`src/rtl/display_pkg.sv`:
```
// Shared types and constants for the two-digit seven-segment display multiplexer.
package display_pkg;

    localparam int unsigned DIGIT_W          = 4;
    localparam int unsigned SEG_W            = 7;
    localparam int unsigned AN_W             = 2;
    localparam int unsigned DEF_ON_CYCLES    = 24000;
    localparam int unsigned DEF_BLANK_CYCLES = 480;
    localparam int unsigned DEF_CNT_W        = 15;

    localparam logic [SEG_W-1:0] SEG_OFF = 7'b1111111;
    localparam logic [AN_W-1:0]  AN_OFF  = 2'b11;
    localparam logic [AN_W-1:0]  AN_DIG0 = 2'b10;
    localparam logic [AN_W-1:0]  AN_DIG1 = 2'b01;

    typedef enum logic [1:0] {S_BLANK0, S_ON0, S_BLANK1, S_ON1} state_t;

    // Fixed rotation: blank before each digit so the previous pattern never ghosts.
    function automatic state_t next_state(input state_t s);
        state_t n;
        n = S_BLANK0;
        case (s)
            S_BLANK0: n = S_ON0;
            S_ON0:    n = S_BLANK1;
            S_BLANK1: n = S_ON1;
            S_ON1:    n = S_BLANK0;
        endcase
        return n;
    endfunction

    function automatic logic [AN_W-1:0] anodes_for(input state_t s);
        logic [AN_W-1:0] a;
        a = AN_OFF;
        case (s)
            S_ON0:   a = AN_DIG0;
            S_ON1:   a = AN_DIG1;
            default: a = AN_OFF;
        endcase
        return a;
    endfunction

endpackage

```
`src/rtl/seven_seg_dec.sv`:
```
// Hex digit to active-low seven-segment pattern (bit 0 = a ... bit 6 = g).
module seven_seg_dec
    import display_pkg::*;
(
    input  logic [DIGIT_W-1:0] hex_in,
    output logic [SEG_W-1:0]   seg_n_c
);

    always_comb begin
        seg_n_c = SEG_OFF;
        case (hex_in)
            4'h0: seg_n_c = 7'b1000000;
            4'h1: seg_n_c = 7'b1111001;
            4'h2: seg_n_c = 7'b0100100;
            4'h3: seg_n_c = 7'b0110000;
            4'h4: seg_n_c = 7'b0011001;
            4'h5: seg_n_c = 7'b0010010;
            4'h6: seg_n_c = 7'b0000010;
            4'h7: seg_n_c = 7'b1111000;
            4'h8: seg_n_c = 7'b0000000;
            4'h9: seg_n_c = 7'b0010000;
            4'hA: seg_n_c = 7'b0001000;
            4'hB: seg_n_c = 7'b0000011;
            4'hC: seg_n_c = 7'b1000110;
            4'hD: seg_n_c = 7'b0100001;
            4'hE: seg_n_c = 7'b0000110;
            4'hF: seg_n_c = 7'b0001110;
        endcase
    end

endmodule

```
`src/rtl/display_mux_ctrl.sv`:
```
// Time-multiplexes two synchronized switch nibbles onto a dual common-anode display
// through a single shared decoder, with a blanking gap before each digit.
module display_mux_ctrl
    import display_pkg::*;
#(
    parameter int unsigned ON_CYCLES    = DEF_ON_CYCLES,
    parameter int unsigned BLANK_CYCLES = DEF_BLANK_CYCLES,
    parameter int unsigned CNT_W        = DEF_CNT_W
) (
    input  logic               clk,
    input  logic               reset_n,
    input  logic [DIGIT_W-1:0] switch1,
    input  logic [DIGIT_W-1:0] switch2,
    output logic [SEG_W-1:0]   seg,
    output logic [AN_W-1:0]    an_n
);

    localparam logic [CNT_W-1:0] ON_LAST    = CNT_W'(ON_CYCLES - 1);
    localparam logic [CNT_W-1:0] BLANK_LAST = CNT_W'(BLANK_CYCLES - 1);

    state_t             state_q, state_d;
    logic [CNT_W-1:0]   cnt_q, cnt_d;
    logic [DIGIT_W-1:0] sw1_meta_q, sw1_meta_d, sw1_sync_q, sw1_sync_d;
    logic [DIGIT_W-1:0] sw2_meta_q, sw2_meta_d, sw2_sync_q, sw2_sync_d;
    logic [DIGIT_W-1:0] digit_q, digit_d;
    logic [SEG_W-1:0]   seg_q, seg_d;
    logic [AN_W-1:0]    an_n_q, an_n_d;
    logic               first_q, first_d;
    logic               in_blank_c;
    logic               last_c;
    logic               latch_c;
    logic [SEG_W-1:0]   dec_seg_c;

    always_ff @(posedge clk or negedge reset_n) begin
        if (!reset_n) begin
            state_q    <= S_BLANK0;
            cnt_q      <= '0;
            sw1_meta_q <= '0;
            sw1_sync_q <= '0;
            sw2_meta_q <= '0;
            sw2_sync_q <= '0;
            digit_q    <= '0;
            seg_q      <= SEG_OFF;
            an_n_q     <= AN_OFF;
            first_q    <= 1'b1;
        end else begin
            state_q    <= state_d;
            cnt_q      <= cnt_d;
            sw1_meta_q <= sw1_meta_d;
            sw1_sync_q <= sw1_sync_d;
            sw2_meta_q <= sw2_meta_d;
            sw2_sync_q <= sw2_sync_d;
            digit_q    <= digit_d;
            seg_q      <= seg_d;
            an_n_q     <= an_n_d;
            first_q    <= first_d;
        end
    end

    // Next state, dwell counter and anode drive for the state being entered.
    always_comb begin
        sw1_meta_d = switch1;
        sw1_sync_d = sw1_meta_q;
        sw2_meta_d = switch2;
        sw2_sync_d = sw2_meta_q;
        state_d    = state_q;
        cnt_d      = cnt_q + CNT_W'(1);
        first_d    = 1'b0;
        in_blank_c = (state_q == S_BLANK0) || (state_q == S_BLANK1);
        last_c     = in_blank_c ? (cnt_q == BLANK_LAST) : (cnt_q == ON_LAST);
        if (last_c) begin
            state_d = next_state(state_q);
            cnt_d   = '0;
        end
        an_n_d = anodes_for(state_d);
    end

    // The first edge after reset stands in for the S_BLANK0 entry edge.
    always_comb begin
        latch_c = first_q || (last_c && !in_blank_c);
        digit_d = digit_q;
        if (latch_c) begin
            digit_d = (!first_q && (state_d == S_BLANK1)) ? sw2_sync_q : sw1_sync_q;
        end
    end

    seven_seg_dec u_dec (
        .hex_in  (digit_d),
        .seg_n_c (dec_seg_c)
    );

    assign seg_d = dec_seg_c;
    assign seg   = seg_q;
    assign an_n  = an_n_q;

endmodule

```
`config.mk`:
```
export PLATFORM = sky130hd
export DESIGN_NAME = display_mux_ctrl
export DESIGN_NICKNAME = d
export VERILOG_FILES = /design/src/rtl/display_pkg.sv /design/src/rtl/seven_seg_dec.sv /design/src/rtl/display_mux_ctrl.sv
export SDC_FILE = /design/constraint.sdc
export NUM_CORES = 1
export LEC_CHECK = 0
export BUFFER_PORTS_ARGS = -buffer_cell sky130_fd_sc_hd__clkbuf_2
export CORE_UTILIZATION = 40
export DETAILED_ROUTE_END_ITERATION = 7
export GPL_TIMING_DRIVEN = 0
export PLACE_DENSITY = 0.67
export SYNTH_ARGS = -nofsm -noshare
export SYNTH_HDL_FRONTEND = slang
export SYNTH_HIERARCHICAL = 1
export SYNTH_SLANG_ARGS = --single-unit
```
`constraint.sdc`:
```
create_clock -name clk -period 4.3 [get_ports clk]
set_clock_uncertainty 0.2 [all_clocks]
set_input_delay 0.43 -clock clk [delete_from_list [all_inputs] [get_ports clk]]
set_output_delay 0.43 -clock clk [all_outputs]
set_load 0.02 [all_outputs]
```
==> flow_metrics.tcl, run 1 <==
set metrics [dict create \
    status "complete, no violations" \
    max_slew.worst_pin.slew_ps 1110 \
    synth.avg_cell_area_um2 12.6 \
    grt_pass1_wl_mm 5.60 \
    clock_latency_ps 300 \
    die_w_um 72.6 \
    yosysWarnings 6 \
    crit_family "simple AND/OR/NAND/NOR gates" \
    cts-resized-gates 0 \
    routed_via_density 4.71 \
    diodes 0 \
    clk_pin_slew_ps 90 \
    synth-edff-count 0 \
    grt_usage_pct 14.0 \
    wl_per_cell_um 12.2 \
    tns_ps 0 \
    cts-buffers-inserted 5 \
    design.core.area_um2 4750 \
    syn_nets 179 \
    cts_root_buf "clkbuf_8" \
    synth_top_area_cell "dfrtp_1" \
    slowest_delay_ps 550 \
    synth_area_leaders "dfrtp_1, dfstp_2, ha_1, nor2_1, o22a_1" \
    drc 0 \
    cp_max_fo 6 \
    holdBufCountCts 0 \
    clockBufferDepth 2 \
    crit_path_start_kind "flip-flop" \
    critPathBufInv 1 \
    rsz0062_at_grt "no" \
    cts.sink_count 47 \
    gp_congestion 0.755 \
    worstPathCellList "ha_1 -> nand4_2 -> or4_4 -> a2111o_1 -> o22a_1 -> o22a_1 -> inv_1 -> ha_1 -> and2b_2 -> or3b_1 -> o21ai_0" \
    grt_max_degree 48 \
    drt_iter0_drc 65 \
    finalHoldViolCount 0 \
    worstSetupPathType "reg -> reg" \
    fin_util_pct 48.1 \
    max_freq_mhz 278 \
    routed_wirelength_mm 3.05 \
    ys_seq_elements 47 \
    report.final.slew_viol_count 0 \
    numPortBuffers 18 \
    initial_core_util_pct 42.0 \
    ant_nets 0 \
    p_per_area_nw_per_um2 389 \
    dpl.cell_count 243 \
    ys.flop_type "dfrtp_1" \
    end_kind "flip-flop" \
    fillers 465 \
    detailed_place_hpwl_mm 2.08 \
    drive_above_1_share_pct 24.5 \
    dieArea_um2 5280 \
    die_h_um 72.6 \
    pre_cts_slack_ps 705 \
    finalCriticalPeriod_ps 3590 \
    synth_area_um2 2000 \
    ys_seq_area_share_pct 59.6 \
    layout_setup_ws_ps 709 \
    cp_slowest_cell "or4_4" \
    rows 25 \
    static-leakage-power_nw 1.04 \
    vias 1181 \
    syn_inst 158 \
    crit_required_ps 4330 \
    ys_types 37 \
    synth_most_common_cell "dfrtp_1" \
    cts_max_level 2 \
    antenna_found_initial 0 \
    postCtsSetupBuffers 0 \
    fin_crit_sh_pct 83.5 \
    layout.cells.non_filler 251 \
    max_cap_violations 0 \
    worstHoldPathType "in -> reg" \
    relSlewSlack_pct 25.7 \
    arrival_ps 3620 \
    nets 204 \
    max-vdd-ir-drop_mv 0.199 \
    ios 19 \
    areaGrowthSynthToFinish_pct 14.5 \
    cts_tree "built" \
    first_global_vias 1185 \
    drt_pass1_iterations 4 \
    overflow 0 \
    ys_top_cells_by_count "dfrtp_1, nor2_1, ha_1" \
    setup_viol 0 \
    synth_top_area_share_pct 46.4 \
    synth_async_sr_flop_share_pct 100 \
]
-- cell families after synthesis --
kind of cell               count (synthesis)  share of synthesized area [%]
AOI/OAI and AO/OA                         19                           7.96
xor gates and xnor gates                  13                           5.71
adders and majority gates                 11                           6.90
buffers and inverters                     10                           2.32
DFF                                       47                           59.6
muxes                                      8                           4.89
other                                      1                          0.188
and+or+nand+nor                           49                           12.5
-- metrics by stage --
| step | area [um^2] | hold slack, ps | power (mW) |
|---|---|---|---|
| 2_1_floorplan | 2000 | -65.6 | 0.543 |
| 3_3_place_gp | 2170 | 134 | 0.571 |
| 3_5_place_dp | 2170 | 135 | 0.573 |
| 4_1_cts | 2280 | 18.8 | 0.903 |
| 5_1_grt | 2280 | 10.1 | 0.933 |
| 6_report | 2280 | 31.8 | 0.889 |
-- per-layer routing --
| layer | vias up | track usage, % | part of all wire [%] |
|---|---|---|---|
| li1 | 588 | - | - |
| met1 | 564 | 19.6 | 52 |
| met2 | 23 | 21.1 | 43 |
| met3 | 6 | 3.73 | 3.6 |
| met4 | 0 | 5.23 | 1.8 |
| met5 | - | 0 | 0 |
-- registers in the layout (all words and copies together), names as in the netlist --
register,count
an_n,2
cnt_q,15
digit_q,4
first_q,1
seg,7
state_q,2
sw1_meta_q,4
sw1_sync_q,4
sw2_meta_q,4
sw2_sync_q,4
-- worst reg2reg max path, cell delays in order, from the launching register on --
cell      delay (ps)
dfrtp_1          400
ha_1             230
nand4_2          170
or4_4            550
a2111o_1         460
o22a_1           200
o22a_1           260
inv_1            170
ha_1             200
and2b_2          230
or3b_1           370
o21ai_0           80
-- area by class of cell --
| cell class | count | area [um^2] | area share, % |
|---|---|---|---|
| multi-input cells | 101 | 761 | 33.3 |
| repair buffers | 18 | 90.1 | 3.94 |
| inverters | 7 | 26.3 | 1.15 |
| plain buffers | 3 | 20.0 | 0.876 |
| clock inverters | 3 | 46.3 | 2.03 |
| flip-flops and latches | 47 | 1190 | 52.0 |
| well taps | 67 | 83.8 | 3.67 |
| clock buffers | 5 | 68.8 | 3.01 |
-- cells in the final DEF (no fill, tap or decap), types with 5 or more instances in the layout --
| master | count |
|---|---|
| clkbuf_2 | 18 |
| clkbuf_8 | 5 |
| dfrtp_1 | 37 |
| dfstp_2 | 10 |
| ha_1 | 11 |
| inv_1 | 7 |
| mux2i_1 | 6 |
| nand2_1 | 6 |
| nand3_1 | 7 |
| nor2_1 | 20 |
| o22a_1 | 8 |
| xnor2_1 | 6 |
| xor2_1 | 7 |
-- worst paths after layout --
path	from	cells past startpoint	endpoint	slack, ps
min in group asynchronous	reset_n	1	state_q[1]	140
max in group asynchronous	reset_n	1	sw1_meta_q[3]	3080
min	switch2[3]	1	sw2_meta_q[3]	30
max	cnt_q[0]	11	seg[0]	710
max reg2reg	cnt_q[0]	11	seg[0]	710
min reg2reg	sw1_meta_q[3]	0	sw1_sync_q[3]	150
-- power by group --
| group | internal [mW] | total [mW] | switching, mW |
|---|---|---|---|
| Clock | 0.175 | 0.327 | 0.151 |
| Combinational | 0.0348 | 0.0858 | 0.0510 |
| Sequential | 0.471 | 0.477 | 0.00588 |
| Total | 0.681 | 0.889 | 0.208 |
(Power assumes the default switching activity.)
==> run 2, diff against run 1 <==
--- a/config.mk
+++ b/config.mk
@@ -9,7 +9,7 @@
 export CORE_UTILIZATION = 40
 export DETAILED_ROUTE_END_ITERATION = 7
 export GPL_TIMING_DRIVEN = 0
-export PLACE_DENSITY = 0.67
+export PLACE_DENSITY = 0.69
 export SYNTH_ARGS = -nofsm -noshare
 export SYNTH_HDL_FRONTEND = slang
 export SYNTH_HIERARCHICAL = 1
==> constraint.sdc (replaced) <==
create_clock -name clk -period 2.96 [get_ports clk]
set_clock_uncertainty 0.2 [all_clocks]
set_input_delay 0.296 -clock clk [delete_from_list [all_inputs] [get_ports clk]]
set_output_delay 0.296 -clock clk [all_outputs]
set_load 0.02 [all_outputs]
==> run 2 against run 1 <==
Against the previous run:
- the flow now finishes with violations (setup timing)
- critical path depth stayed put
- maximum frequency is 17% higher
- register-to-register slack worse by 820 ps
- flip-flop and latch count stayed put
- utilization is 6.7 points higher
- setup slack worse by 820 ps
- global-route usage is 0.38 points higher
- cell area is 14% higher
- count of clock-buffer cells in the layout is 2 higher
- critical path type unchanged
- critical endpoint unchanged
==> flow_metrics.tcl, run 2 (synthesis results as in run 1) <==
set metrics [dict create \
    status "finished, violations left" \
    failed_checks "setup timing" \
    die_w_um 72.6 \
    startpoint "cnt_q[0]" \
    routed_via_density 4.61 \
    report.final.slew_viol_count 0 \
    critical_path.endpoint "seg[0]" \
    drt_iter0_drc 26 \
    largest_reg_flops 15 \
    layout_setup_ws_ps -109 \
    clock_latency_ps 290 \
    ant_nets 0 \
    p_per_area_nw_per_um2 480 \
    r2r_start "cnt_q[0]" \
    grtUsageMet3_pct 4.97 \
    drive_above_1_share_pct 36.8 \
    finalHoldViolCount 0 \
    grt_usage_pct 14.4 \
    numPortBuffers 18 \
    max-vdd-ir-drop_mv 0.391 \
    max_freq_mhz 326 \
    cts_root_buf "clkbuf_8" \
    grt_max_degree 48 \
    static-leakage-power_nw 1.18 \
    vias 1286 \
    relSlewSlack_pct 25.7 \
    end_kind "flip-flop" \
    ff2ff_path_depth 11 \
    clockBufferDepth 2 \
    cts.sink_count 47 \
    cts_max_level 2 \
    finalPower_mw 1.25 \
    nets 232 \
    gp_congestion 0.812 \
    design.core.area_um2 4750 \
    ios 19 \
    use_met1_pct 20.2 \
    setup_viol 3 \
    cts_tree "built" \
    dieArea_um2 5280 \
    grt_pass1_wl_mm 5.59 \
    top_register "cnt_q" \
    drt_pass1_iterations 3 \
    fillers 420 \
    top_usage_layer "met2" \
    regArea_um2 1190 \
    crit_path_start_kind "flip-flop" \
    wl_per_cell_um 12.5 \
    fin_util_pct 54.7 \
    r2r-end "seg[0]" \
    areaGrowthSynthToFinish_pct 30.4 \
    use_met2_pct 20.8 \
    worstSetupPathType "reg -> reg" \
    routed_wirelength_mm 3.49 \
    mostFrequentLayoutCells "dfrtp_1, nor2_1, clkbuf_2, buf_4, dfstp_2" \
    diodes 0 \
    multi_input_area_um2 857 \
    max_slew.worst_pin.slew_ps 1110 \
    drc 0 \
    clk_pin_slew_ps 80 \
    finalCriticalPeriod_ps 3070 \
    final_common_cell "dfrtp_1" \
    cts-buffers-inserted 5 \
    cp_max_fo 4 \
    arrival_ps 3100 \
    crit_required_ps 2990 \
    rows 25 \
    reg2reg_slack_ps -110 \
    initial_core_util_pct 42.0 \
    detailed_place_hpwl_mm 2.12 \
    antenna_found_initial 0 \
    first_global_vias 1159 \
    overflow 0 \
    fin_crit_sh_pct 104 \
    rsz0062_at_grt "yes" \
    die_h_um 72.6 \
    max_cap_violations 0 \
    worstHoldPathType "in -> async" \
]
## run 2: worst min path at each step
stage | slack, ps | to | start
global route | 100 | cnt_q[4] | reset_n
floorplan | -200 | cnt_q[0] | reset_n
finish | 8 | cnt_q[1] | reset_n
CTS | 40 | cnt_q[4] | reset_n
detailed placement | 140 | sw1_sync_q[0] | sw1_meta_q[0]
global placement | 130 | sw1_sync_q[1] | sw1_meta_q[1]
## run 2: repair_timing
item | 4_1_cts | 5_1_grt
hold endpoints to repair | 8 | 0
hold buffers | 8 | 0
cloned | 0 | 0
endpoints found under the setup margin | 6 | 7
setup buffers | 9 | 11
pin swaps | 4 | 5
resized for setup | 7 | 12
## run 2: where the power goes
group	total [mW]	leakage (nW)	switching [mW]	internal [mW]
Clock	0.385	0.0482	0.196	0.188
Sequential	0.695	0.559	0.0102	0.685
Combinational	0.170	0.569	0.0900	0.0800
## run 2: per-layer routing
metal  up-vias  routed length, um
li1        649                  -
met1       611               1730
met2        21               1630
met3         5                 93
met4         0                 37
met5         -                  0
## run 2: layout make-up
class | instances | share of cell area [%]
flip-flops and latches | 47 | 45.7
clock inverters | 1 | 0.192
well taps | 67 | 3.22
inverters | 7 | 1.30
repair buffers | 46 | 12.6
plain buffers | 3 | 0.769
multi-input cells | 101 | 32.9
clock buffers | 7 | 3.32
## run 2: through the flow
| step | setup slack [ps] | hold WS (ps) | TNS, ps | instance area (um^2) | instances |
|---|---|---|---|---|---|
| 2_1_floorplan | -37.9 | -200 | -43.9 | 2040 | 158 |
| 3_3_place_gp | -285 | 131 | -842 | 2210 | 243 |
| 3_5_place_dp | -310 | 137 | -1000 | 2210 | 243 |
| 4_1_cts | -102 | 44.1 | -104 | 2480 | 268 |
| 5_1_grt | -204 | 96.9 | -599 | 2600 | 279 |
| 6_report | -109 | 8.13 | -231 | 2600 | 279 |
## run 2: critical path: stages (launching register included)
cell and delay [ps]:
dfrtp_1 410, ha_4 170, nand4_4 100, or4_4 480
a2111o_1 380, o22a_1 190, o22a_4 220, inv_6 80
ha_4 130, and2b_2 220, or3b_4 370, o21ai_2 60
